[src/rtl/alu_seq_pkg.sv]
// Shared opcodes, FSM encoding and command-entry layout for the ALU command sequencer.
// With ALU_SEQ_CHAIN_EN defined each entry also carries the chain bit.
package alu_seq_pkg;

    localparam logic [2:0] OP_ADD = 3'b000;
    localparam logic [2:0] OP_SUB = 3'b001;
    localparam logic [2:0] OP_AND = 3'b010;
    localparam logic [2:0] OP_OR  = 3'b011;
    localparam logic [2:0] OP_NOT = 3'b100;
    localparam logic [2:0] OP_MAX = 3'b100;

    typedef enum logic [1:0] {
        IDLE  = 2'd0,
        DRIVE = 2'd1,
        RESP  = 2'd2
    } seq_state_t;

`ifdef ALU_SEQ_CHAIN_EN
    typedef struct packed {
        logic       chain;
        logic [2:0] op;
        logic [3:0] b;
        logic [3:0] a;
    } cmd_entry_t;
`else
    typedef struct packed {
        logic [2:0] op;
        logic [3:0] b;
        logic [3:0] a;
    } cmd_entry_t;
`endif

    localparam int ENTRY_W = $bits(cmd_entry_t);

endpackage

[src/rtl/alu_cmd_sequencer_if.sv]
// Command and response handshake bundle between a command source (master) and the sequencer (slave).
interface alu_cmd_sequencer_if;
    logic       cmd_valid;
    logic       cmd_ready;
    logic [3:0] cmd_a;
    logic [3:0] cmd_b;
    logic [2:0] cmd_op;
    logic       cmd_chain;
    logic       rsp_valid;
    logic       rsp_ready;
    logic [3:0] rsp_result;
    logic       rsp_zero;
    logic       rsp_err;

    modport master (
        output cmd_valid, cmd_a, cmd_b, cmd_op, cmd_chain, rsp_ready,
        input  cmd_ready, rsp_valid, rsp_result, rsp_zero, rsp_err
    );

    modport slave (
        input  cmd_valid, cmd_a, cmd_b, cmd_op, cmd_chain, rsp_ready,
        output cmd_ready, rsp_valid, rsp_result, rsp_zero, rsp_err
    );
endinterface

[src/rtl/alu_cmd_fifo.sv]
// Synchronous command FIFO; DEPTH must be a power of two (pointers wrap naturally).
// No read bypass: rdata is always the stored head entry.
module alu_cmd_fifo #(
    parameter int DEPTH = 4,
    parameter int WIDTH = 11
) (
    input  logic             clk,
    input  logic             rst,
    input  logic             push,
    input  logic [WIDTH-1:0] wdata,
    input  logic             pop,
    output logic [WIDTH-1:0] rdata,
    output logic             full,
    output logic             empty
);
    localparam int PTR_W = $clog2(DEPTH);
    localparam int CNT_W = PTR_W + 1;
    localparam logic [PTR_W-1:0] PTR_ONE  = PTR_W'(1);
    localparam logic [CNT_W-1:0] CNT_ONE  = CNT_W'(1);
    localparam logic [CNT_W-1:0] CNT_FULL = CNT_W'(DEPTH);

    logic [WIDTH-1:0] mem [DEPTH];
    logic [PTR_W-1:0] wr_ptr;
    logic [PTR_W-1:0] rd_ptr;
    logic [CNT_W-1:0] count;
    logic             push_ok;
    logic             pop_ok;

    assign full    = (count == CNT_FULL);
    assign empty   = (count == '0);
    assign push_ok = push && !full;
    assign pop_ok  = pop && !empty;
    assign rdata   = mem[rd_ptr];

    always_ff @(posedge clk) begin
        if (push_ok) begin
            mem[wr_ptr] <= wdata;
        end
    end

    // Simultaneous push and pop leave the occupancy unchanged.
    always_ff @(posedge clk or posedge rst) begin
        if (rst) begin
            wr_ptr <= '0;
            rd_ptr <= '0;
            count  <= '0;
        end else begin
            if (push_ok) begin
                wr_ptr <= wr_ptr + PTR_ONE;
            end
            if (pop_ok) begin
                rd_ptr <= rd_ptr + PTR_ONE;
            end
            case ({push_ok, pop_ok})
                2'b10:   count <= count + CNT_ONE;
                2'b01:   count <= count - CNT_ONE;
                default: count <= count;
            endcase
        end
    end
endmodule

[src/rtl/alu_cmd_sequencer.sv]
// Buffers ALU commands, drives the ALU from registers and returns captured results.
// Define ALU_SEQ_CHAIN_EN to let a command take operand A from the previous result.
module alu_cmd_sequencer
    import alu_seq_pkg::*;
#(
    parameter int DEPTH = 4
) (
    input  logic                      clk,
    input  logic                      rst,
    alu_cmd_sequencer_if.slave        sif,
    output logic [3:0]                AluA,
    output logic [3:0]                AluB,
    output logic [2:0]                AluOp,
    input  logic [3:0]                AluResult,
    input  logic                      AluZero,
    output logic                      busy
);
    seq_state_t       state;
    seq_state_t       next_state;
    cmd_entry_t       wr_entry;
    cmd_entry_t       rd_entry;
    logic [ENTRY_W-1:0] rd_bits;
    logic             push;
    logic             pop;
    logic             capture;
    logic             full;
    logic             empty;
    logic [3:0]       next_a;
    logic [3:0]       rsp_result_q;
    logic             rsp_zero_q;
    logic             rsp_err_q;

    assign sif.cmd_ready = !full;
    assign push          = sif.cmd_valid && !full;

    always_comb begin
        wr_entry    = '0;
        wr_entry.a  = sif.cmd_a;
        wr_entry.b  = sif.cmd_b;
        wr_entry.op = sif.cmd_op;
`ifdef ALU_SEQ_CHAIN_EN
        wr_entry.chain = sif.cmd_chain;
`endif
    end

    alu_cmd_fifo #(
        .DEPTH (DEPTH),
        .WIDTH (ENTRY_W)
    ) u_fifo (
        .clk   (clk),
        .rst   (rst),
        .push  (push),
        .wdata (wr_entry),
        .pop   (pop),
        .rdata (rd_bits),
        .full  (full),
        .empty (empty)
    );

    assign rd_entry = cmd_entry_t'(rd_bits);

`ifdef ALU_SEQ_CHAIN_EN
    assign next_a = rd_entry.chain ? rsp_result_q : rd_entry.a;
`else
    logic unused_chain;
    assign unused_chain = sif.cmd_chain;
    assign next_a = rd_entry.a;
`endif

    always_ff @(posedge clk or posedge rst) begin
        if (rst) begin
            state <= IDLE;
        end else begin
            state <= next_state;
        end
    end

    // Pops happen only from IDLE or on the RESP handshake, so Alu* stay stable otherwise.
    always_comb begin
        next_state = state;
        pop        = 1'b0;
        capture    = 1'b0;
        case (state)
            IDLE: begin
                if (!empty) begin
                    pop        = 1'b1;
                    next_state = DRIVE;
                end
            end
            DRIVE: begin
                capture    = 1'b1;
                next_state = RESP;
            end
            RESP: begin
                if (sif.rsp_ready) begin
                    if (!empty) begin
                        pop        = 1'b1;
                        next_state = DRIVE;
                    end else begin
                        next_state = IDLE;
                    end
                end
            end
            default: next_state = IDLE;
        endcase
    end

    always_ff @(posedge clk or posedge rst) begin
        if (rst) begin
            AluA  <= '0;
            AluB  <= '0;
            AluOp <= '0;
        end else if (pop) begin
            AluA  <= next_a;
            AluB  <= rd_entry.b;
            AluOp <= rd_entry.op;
        end
    end

    always_ff @(posedge clk or posedge rst) begin
        if (rst) begin
            rsp_result_q <= '0;
            rsp_zero_q   <= 1'b0;
            rsp_err_q    <= 1'b0;
        end else if (capture) begin
            rsp_result_q <= AluResult;
            rsp_zero_q   <= AluZero;
            rsp_err_q    <= (AluOp > OP_MAX);
        end
    end

    assign sif.rsp_valid  = (state == RESP);
    assign sif.rsp_result = rsp_result_q;
    assign sif.rsp_zero   = rsp_zero_q;
    assign sif.rsp_err    = rsp_err_q;
    assign busy           = !empty || (state != IDLE);
endmodule

[src/flat_wrapper.sv]
// flat-port wrapper written by rule: the top's interface ports become plain ports
module alu_cmd_sequencer_flat import alu_seq_pkg::*;
#(
    parameter int DEPTH = 4
)
  (clk, rst, AluA, AluB, AluOp, AluResult, AluZero, busy, sif_cmd_valid, sif_cmd_a, sif_cmd_b, sif_cmd_op, sif_cmd_chain, sif_rsp_ready, sif_cmd_ready, sif_rsp_valid, sif_rsp_result, sif_rsp_zero, sif_rsp_err);
  alu_cmd_sequencer_if sif_i ();
  input  logic clk;
  input  logic rst;
  output logic [3:0] AluA;
  output logic [3:0] AluB;
  output logic [2:0] AluOp;
  input  logic [3:0] AluResult;
  input  logic AluZero;
  output logic busy;
  input wire logic [$bits(sif_i.cmd_valid)-1:0] sif_cmd_valid;
  input wire logic [$bits(sif_i.cmd_a)-1:0] sif_cmd_a;
  input wire logic [$bits(sif_i.cmd_b)-1:0] sif_cmd_b;
  input wire logic [$bits(sif_i.cmd_op)-1:0] sif_cmd_op;
  input wire logic [$bits(sif_i.cmd_chain)-1:0] sif_cmd_chain;
  input wire logic [$bits(sif_i.rsp_ready)-1:0] sif_rsp_ready;
  output wire logic [$bits(sif_i.cmd_ready)-1:0] sif_cmd_ready;
  output wire logic [$bits(sif_i.rsp_valid)-1:0] sif_rsp_valid;
  output wire logic [$bits(sif_i.rsp_result)-1:0] sif_rsp_result;
  output wire logic [$bits(sif_i.rsp_zero)-1:0] sif_rsp_zero;
  output wire logic [$bits(sif_i.rsp_err)-1:0] sif_rsp_err;
  assign sif_i.cmd_valid = sif_cmd_valid;
  assign sif_i.cmd_a = sif_cmd_a;
  assign sif_i.cmd_b = sif_cmd_b;
  assign sif_i.cmd_op = sif_cmd_op;
  assign sif_i.cmd_chain = sif_cmd_chain;
  assign sif_i.rsp_ready = sif_rsp_ready;
  assign sif_cmd_ready = sif_i.cmd_ready;
  assign sif_rsp_valid = sif_i.rsp_valid;
  assign sif_rsp_result = sif_i.rsp_result;
  assign sif_rsp_zero = sif_i.rsp_zero;
  assign sif_rsp_err = sif_i.rsp_err;
  alu_cmd_sequencer #(.DEPTH(DEPTH)) u_core (.clk(clk), .rst(rst), .sif(sif_i), .AluA(AluA), .AluB(AluB), .AluOp(AluOp), .AluResult(AluResult), .AluZero(AluZero), .busy(busy));
endmodule
[config.mk]
export PLATFORM = sky130hd
export DESIGN_NAME = alu_cmd_sequencer_flat
export DESIGN_NICKNAME = d
export VERILOG_FILES = /design/src/rtl/alu_seq_pkg.sv /design/src/rtl/alu_cmd_sequencer_if.sv /design/src/rtl/alu_cmd_fifo.sv /design/src/rtl/alu_cmd_sequencer.sv /design/src/flat_wrapper.sv
export SDC_FILE = /design/constraint.sdc
export NUM_CORES = 1
export LEC_CHECK = 0
export ABC_CLOCK_PERIOD_IN_PS = 2700
export BUFFER_PORTS_ARGS = -buffer_cell sky130_fd_sc_hd__buf_2
export CORE_AREA = 5 5 91 67
export DETAILED_ROUTE_END_ITERATION = 8
export DIE_AREA = 0 0 96 72
export PLACE_DENSITY = 0.83
export SLEW_MARGIN = 30
export SYNTH_ARGS = -nofsm -noshare
export SYNTH_HDL_FRONTEND = slang
export SYNTH_SLANG_ARGS = --single-unit
[constraint.sdc]
create_clock -name clk -period 2.7 [get_ports clk]
set_clock_uncertainty 0.05 [all_clocks]
set_input_delay 0 -clock clk [delete_from_list [all_inputs] [get_ports clk]]
set_output_delay 0 -clock clk [all_outputs]
set_load 0.02 [all_outputs]
After elaboration in Yosys (flattened, before gate mapping):

Memories as Yosys holds them, arrays and structs flattened. A register that Yosys moved wholly into a read port is not among the register bits.
Index checks and enable logic that the tools add are counted.

* register bits: 15
* RAM bits: 44
* input bits: 21
* output and inout port bits: 20
* logic and storage cells: 42
* memories: 1

Memory list
* u_core.u_fifo.mem: words 4, bits a word 11, rd ports 1, clocked after Yosys merged registers in 1, wr ports 1, line alu_cmd_fifo.sv:22 `logic [WIDTH-1:0] mem [DEPTH];`

* $add $sub $neg: 4
* $lt $le $gt $ge: 1
* equal/unequal tests: 7
* muxes and demuxes: 11
* reduce and logical (&&, ||, !) cells: 11

Operators by type and width (number)
* 1-bit two-way mux: 6
* 2-bit case mux with 3 select lines: 1
* 3-bit case mux with 2 select lines: 1
* 2-bit by 1-bit adder with 2-bit output, second input constant: 2
* 2-bit by 1-bit equality test with 1-bit output, second input constant: 2
* 2-bit equality test, second input constant: 2
* 2-bit two-way mux: 2
* 2-bit != test, second input constant: 2
* 2-bit nonzero test: 2
* 3-bit by 1-bit adder with 3-bit output, second input constant: 1
* 3-bit equality test, second input constant: 1
* 3-bit greater-than comparator, second input constant: 1
* 1-bit logical AND: 3
* 3-bit logical NOT: 1
* 3-bit by 1-bit subtractor with 3-bit output, second input constant: 1
* 1-bit logical NOT: 2
* 2-bit logical NOT: 1
* 1-bit case mux with 2 select lines: 1
* 2-bit AND reduction: 1
* 1-bit logical OR: 1

Depth between registers and ports, before layout:

* depth in word-level cells: 7
* mapped depth: 9
* depth with buffers taken out: 9

Hierarchy:

Synthesis repeated with hierarchy kept, for this count alone.

* cells, all modules: 146
* area, all modules: 2835.2 µm²

Modules (own cells, without submodules)
* alu_cmd_fifo: times used 1, cells an instance 95, area an instance 2035.7 µm², sequential area each 1496.4 µm²
* alu_cmd_sequencer: times used 1, cells an instance 51, area an instance 799.5 µm², sequential area each 475.5 µm²

Least setup slack after synthesis:

OpenSTA, ideal clock, no wires.

* path kind: reg2reg
* from: reg u_core.u_fifo.count[0]
* to: reg u_core.u_fifo.count[2]
* library setup time: 0.079 ns
* arrival time: 2.054 ns
* data required time: 2.571 ns
* path slack: 0.517 ns
* stages on the path, launching flop included: 10
* buffers on the path: 0
* period minus slack after synthesis: 2.183 ns
* cell sequence: dfrtp_1 > or3b_4 > and2_4 > inv_1 > ha_1 > inv_1 > fa_1 > xor2_1 > nor2_1 > xor2_1

* elaborated cells on any way between the ends: 16
* those cells by class: 2 x add/sub; 3 x eq/ne; 4 x mux; 7 x reduce/logical

RTL lines
* start: declaration: line alu_cmd_fifo.sv:25 `logic [CNT_W-1:0] count;`
* start signal: assignment: line alu_cmd_fifo.sv:55 `2'b10: count <= count + CNT_ONE;`
* start signal: assignment: line alu_cmd_fifo.sv:56 `2'b01: count <= count - CNT_ONE;`
* start signal: assignment: line alu_cmd_fifo.sv:57 `default: count <= count;`
* 3-bit equality test *: line alu_cmd_fifo.sv:29 `assign full = (count == CNT_FULL);`
* 1-bit logical NOT *
* named net sif_cmd_ready: line flat_wrapper.sv:22 `output wire logic [$bits(sif_i.cmd_ready)-1:0] sif_cmd_ready;`
* 1-bit logical AND: line alu_cmd_sequencer.sv:34 `assign push = sif.cmd_valid && !full;`
* 1-bit logical AND *: line alu_cmd_fifo.sv:31 `assign push_ok = push && !full;`
* 2-bit by 1-bit equality test with 1-bit output / 2-bit equality test (equally long branches): line alu_cmd_fifo.sv:54 `case ({push_ok, pop_ok})`
* 3-bit case mux with 2 select lines / 2-bit nonzero test (equally long branches)

The timed path passes the listed nets; every way through them passes the cells marked *.
A chain may end at the register's enable or synchronous reset.

Worst setup path after layout:

* from: reg u_core.u_fifo.count[0]
* to: reg u_core.u_fifo.count[2]

* cells in the longest elaborated chain, start to end: 7
* elaborated cells on any way between the ends: 16
* those cells by class: 2 x add/sub; 3 x eq/ne; 4 x mux; 7 x reduce/logical

RTL lines
* 3-bit logical NOT: line alu_cmd_fifo.sv:30 `assign empty = (count == '0);`
* 1-bit two-way mux: line alu_cmd_sequencer.sv:85, alu_cmd_sequencer.sv:96
* 1-bit two-way mux: line alu_cmd_sequencer.sv:95 `if (sif.rsp_ready) begin`
* 1-bit case mux with 2 select lines: line alu_cmd_sequencer.sv:83 `case (state)`
* 1-bit logical AND: line alu_cmd_fifo.sv:32 `assign pop_ok = pop && !empty;`
* 2-bit by 1-bit equality test with 1-bit output / 2-bit equality test (equally long branches): line alu_cmd_fifo.sv:54
* 3-bit case mux with 2 select lines / 2-bit nonzero test (equally long branches)

Several ways; a longest one is shown, not always the timed one.

==> summary.md <==
| Metric | Value |
|---|---|
| Status | `finished clean` |
| Die H | `72 µm` |
| Switching share of power | `32.7%` |
| DR iter-0 viols | `71` |
| Final hold vios | `0` |
| GPL Wtd Cong | `0.671` |
| Fraction of layout cells with a size suffix above 1 | `40.9%` |
| Clock transition at path regs | `0.07 ns` |
| Initial core utilization | `54.4%` |
| Clock Latency Late Sink | `0.34 ns` |
| Post-cts sizing count | `0` |
| Nature of the critical path endpoint | `flop` |
| Worst Path Required | `2.91 ns` |
| Syn_nets | `170` |
| H-tree depth | `3` |
| Top cells by area, synth | `edfxtp_1 (47%), dfrtp_1 (23%), mux4_2 (8.1%), mux2_4 (4.9%), mux2_2 (2.8%)` |
| Largest family of logic cells by synthesized area | `multiplexers` |
| Worst-margin pin slew | `0.607 ns` |
| Final setup margin | `0.330 ns` |
| Adder-cell share of the synthesized area | `2.97%` |
| Post-synthesis xor/xnor area fraction | `1.89%` |
| Mapped Cells | `143` |
| Fin nets | `237` |
| Row count | `22` |
| YS warnings | `0` |
| Total internal power | `2700 µW` |
| Post-Route WL | `4.87 mm` |
| TritonRoute pass-1 iters | `4` |
| Synth Area in Compound Gates | `0.539%` |
| Wire length of the first global-routing pass | `7.98 mm` |
| Initial antenna violation count | `0` |
| RSZ-0062 raised after global routing | `no` |
| Area Overhead vs Synth | `23.7%` |
| Startpoint Class | `flop` |
| Setup TNS | `0 ns` |
| Comb power frac | `36.2%` |
| Largest net degree at the start of global routing | `27` |
| Grt total ovfl | `0` |
| Clock tree sinks | `70` |
| Clk root buf | `clkbuf_8` |
| Vias in the first global route | `1620` |
| DR vias | `1462` |
| Lkg Pwr | `0.00140 µW` |
| Post-synth top area cell | `edfxtp_1` |
| Num CTS Buffers | `9` |
| Crit path DAT | `2.58 ns` |
| Pwr per Cell Area | `1170 nW/µm²` |
| Slew HR | `59.5%` |
| Vias/cell | `5.09` |
| Endpoints failing setup | `0` |
| Clock buffer depth | `2` |
| Core ar. | `5120 µm²` |
| Peak VDD IR | `0.485 mV` |
| Cell Area, Synth | `2780 µm²` |
| Worst min-delay path class | `input port to asynchronous set/reset pin` |
| Place WS | `0.356 ns` |
| Die width | `96 µm` |
| Seq pwr share | `43.6%` |
| Net Switching | `1310 µW` |
| Commonest non-fill, non-tap cell in the layout | `edfxtp_1` |
| MaxCap Viol Count | `0` |
| Most frequent cells in the layout | `edfxtp_1 (44), buf_2 (39), dfrtp_1 (26)` |
| Final core area utilization | `67.3%` |
| Max Fanout on Critical Path | `6` |
| CTS tree | `done` |
| All-Layer GR Usage | `15.9%` |
| Tmin final | `2.37 ns` |
| Period utilization | `87.8%` |
| Port Buffers | `39` |
| Distinct cell type count after synthesis | `27` |
| Dpl hpwl | `3.30 mm` |
| FMAX | `0.422 GHz` |
| Post-DR wirelength/cell | `17.0 µm` |
| DRC viols | `0` |
| Simple-Gate Fraction of Synth Area | `4.27%` |
| Setup CP Type | `flop to flop` |
| Total die area | `6910 µm²` |
| N_diodes | `0` |
| Clock network fraction of total power | `20.3%` |
| I/O Pins | `41` |
| Antenna-violating nets left | `0` |
| Overall power | `4010 µW` |
| Syn avg cell area | `19.5 µm²` |
| Seq/Total Area, Yosys | `70.8%` |
| Register bit total from synthesis | `70` |
| Pins over their slew limit | `0` |
| Mux share of post-synthesis cell area | `17.5%` |
| Yosys top cell area share | `47.5%` |
power by group through the flow:
stage          sequential [µW]  combinational (µW)  clock (µW)
2_1_floorplan             1830                 988           0
3_3_place_gp              1740                1380           0
3_5_place_dp              1770                1440           0
4_1_cts                   1750                1480         831
5_1_grt                   1800                1580         884
6_report                  1750                1450         813
sequential cells by signal, summed over array words and instances (netlist names):
register / cells
u_core.u_fifo.count: 3
u_core.u_fifo.wr_ptr: 2
u_core.AluA: 4
u_core.state: 2
u_core.u_fifo.mem: 44
u_core.sif.rsp_err: 1
u_core.AluB: 4
u_core.AluOp: 3
u_core.sif.rsp_result: 4
u_core.sif.rsp_zero: 1
u_core.u_fifo.rd_ptr: 2
cells by family after synthesis:
| group | count (synthesis) |
|---|---|
| flops | 70 |
| compound gates | 3 |
| fa+ha+maj | 6 |
| xor+xnor | 6 |
| mux | 29 |
| simple gates | 18 |
| buf+inv | 11 |
cell usage after synthesis, drive strengths merged:
cell and n:
o21ai 3, dfrtp 26, or3b 1, mux2i 1
nand2b 2, fa 1, nand2 2, and3 4
ha 5, nor2b 2, xor2 4, clkbuf 1
nor2 2, inv 7, mux2 17, mux4 11
edfxtp 44, buf 3, and2 1, xnor2 2
nor3 3, nor4b 1
metrics by stage:
stage	instance area, µm²	instances	hold slack [ns]
2_1_floorplan	2780	143	-0.00998
3_3_place_gp	3050	252	0.157
3_5_place_dp	3050	252	0.168
4_1_cts	3440	287	0.344
5_1_grt	3440	287	0.259
6_report	3440	287	0.208
critical path, cell delays in order (launching register included):
cell	delay, ns
dfrtp_1	0.43
or3b_4	0.45
and2_4	0.19
inv_1	0.05
ha_1	0.19
inv_1	0.07
fa_1	0.37
xor2_1	0.16
nor2_1	0.13
xor2_1	0.19
metal layers:
metal / track usage (%) / part of all wire [%]
met5: 0 / 0
met4: 7.57 / 2.2
met3: 5.08 / 5.2
met2: 26.3 / 51
met1: 19.0 / 42
path summary, 6_finish.rpt:
| kind | start | endpoint | slack, ns | cells after the start |
|---|---|---|---|---|
| worst min-delay path | rst | u_core.sif.rsp_err$_DFFE_PP0N_ | 0.21 | 3 |
| max in group asynchronous | rst | u_core.u_fifo.wr_ptr[1]$_DFFE_PP0P_ | 2.02 | 3 |
| worst max register to register | u_core.u_fifo.count[0]$_DFFE_PP0P_ | u_core.u_fifo.count[2]$_DFFE_PP0P_ | 0.33 | 9 |
| min in group clk | sif_cmd_a[1] | u_core.u_fifo.mem[2][1]$_DFFE_PP_ | 0.37 | 2 |
| worst max-delay path | u_core.u_fifo.count[0]$_DFFE_PP0P_ | u_core.u_fifo.count[2]$_DFFE_PP0P_ | 0.33 | 9 |
| worst min register to register | u_core.sif.rsp_err$_DFFE_PP0N_ | u_core.sif.rsp_err$_DFFE_PP0N_ | 0.43 | 2 |
cell type report:
| class | count | area, µm² |
|---|---|---|
| tap | 72 | 90.1 |
| inverter | 7 | 26.3 |
| sequential | 70 | 1970 |
| multi-input combinational | 62 | 756 |
| clock inverter | 6 | 61.3 |
| fill | 368 | 1680 |
| timing repair buffer | 60 | 400 |
| clock buffer | 10 | 138 |
repair_timing:
action | CTS | global route
setup buffers | 0 | 0
endpoints found under the hold margin | 77 | 0
hold buffers | 19 | 0
(Power assumes the default switching activity.)
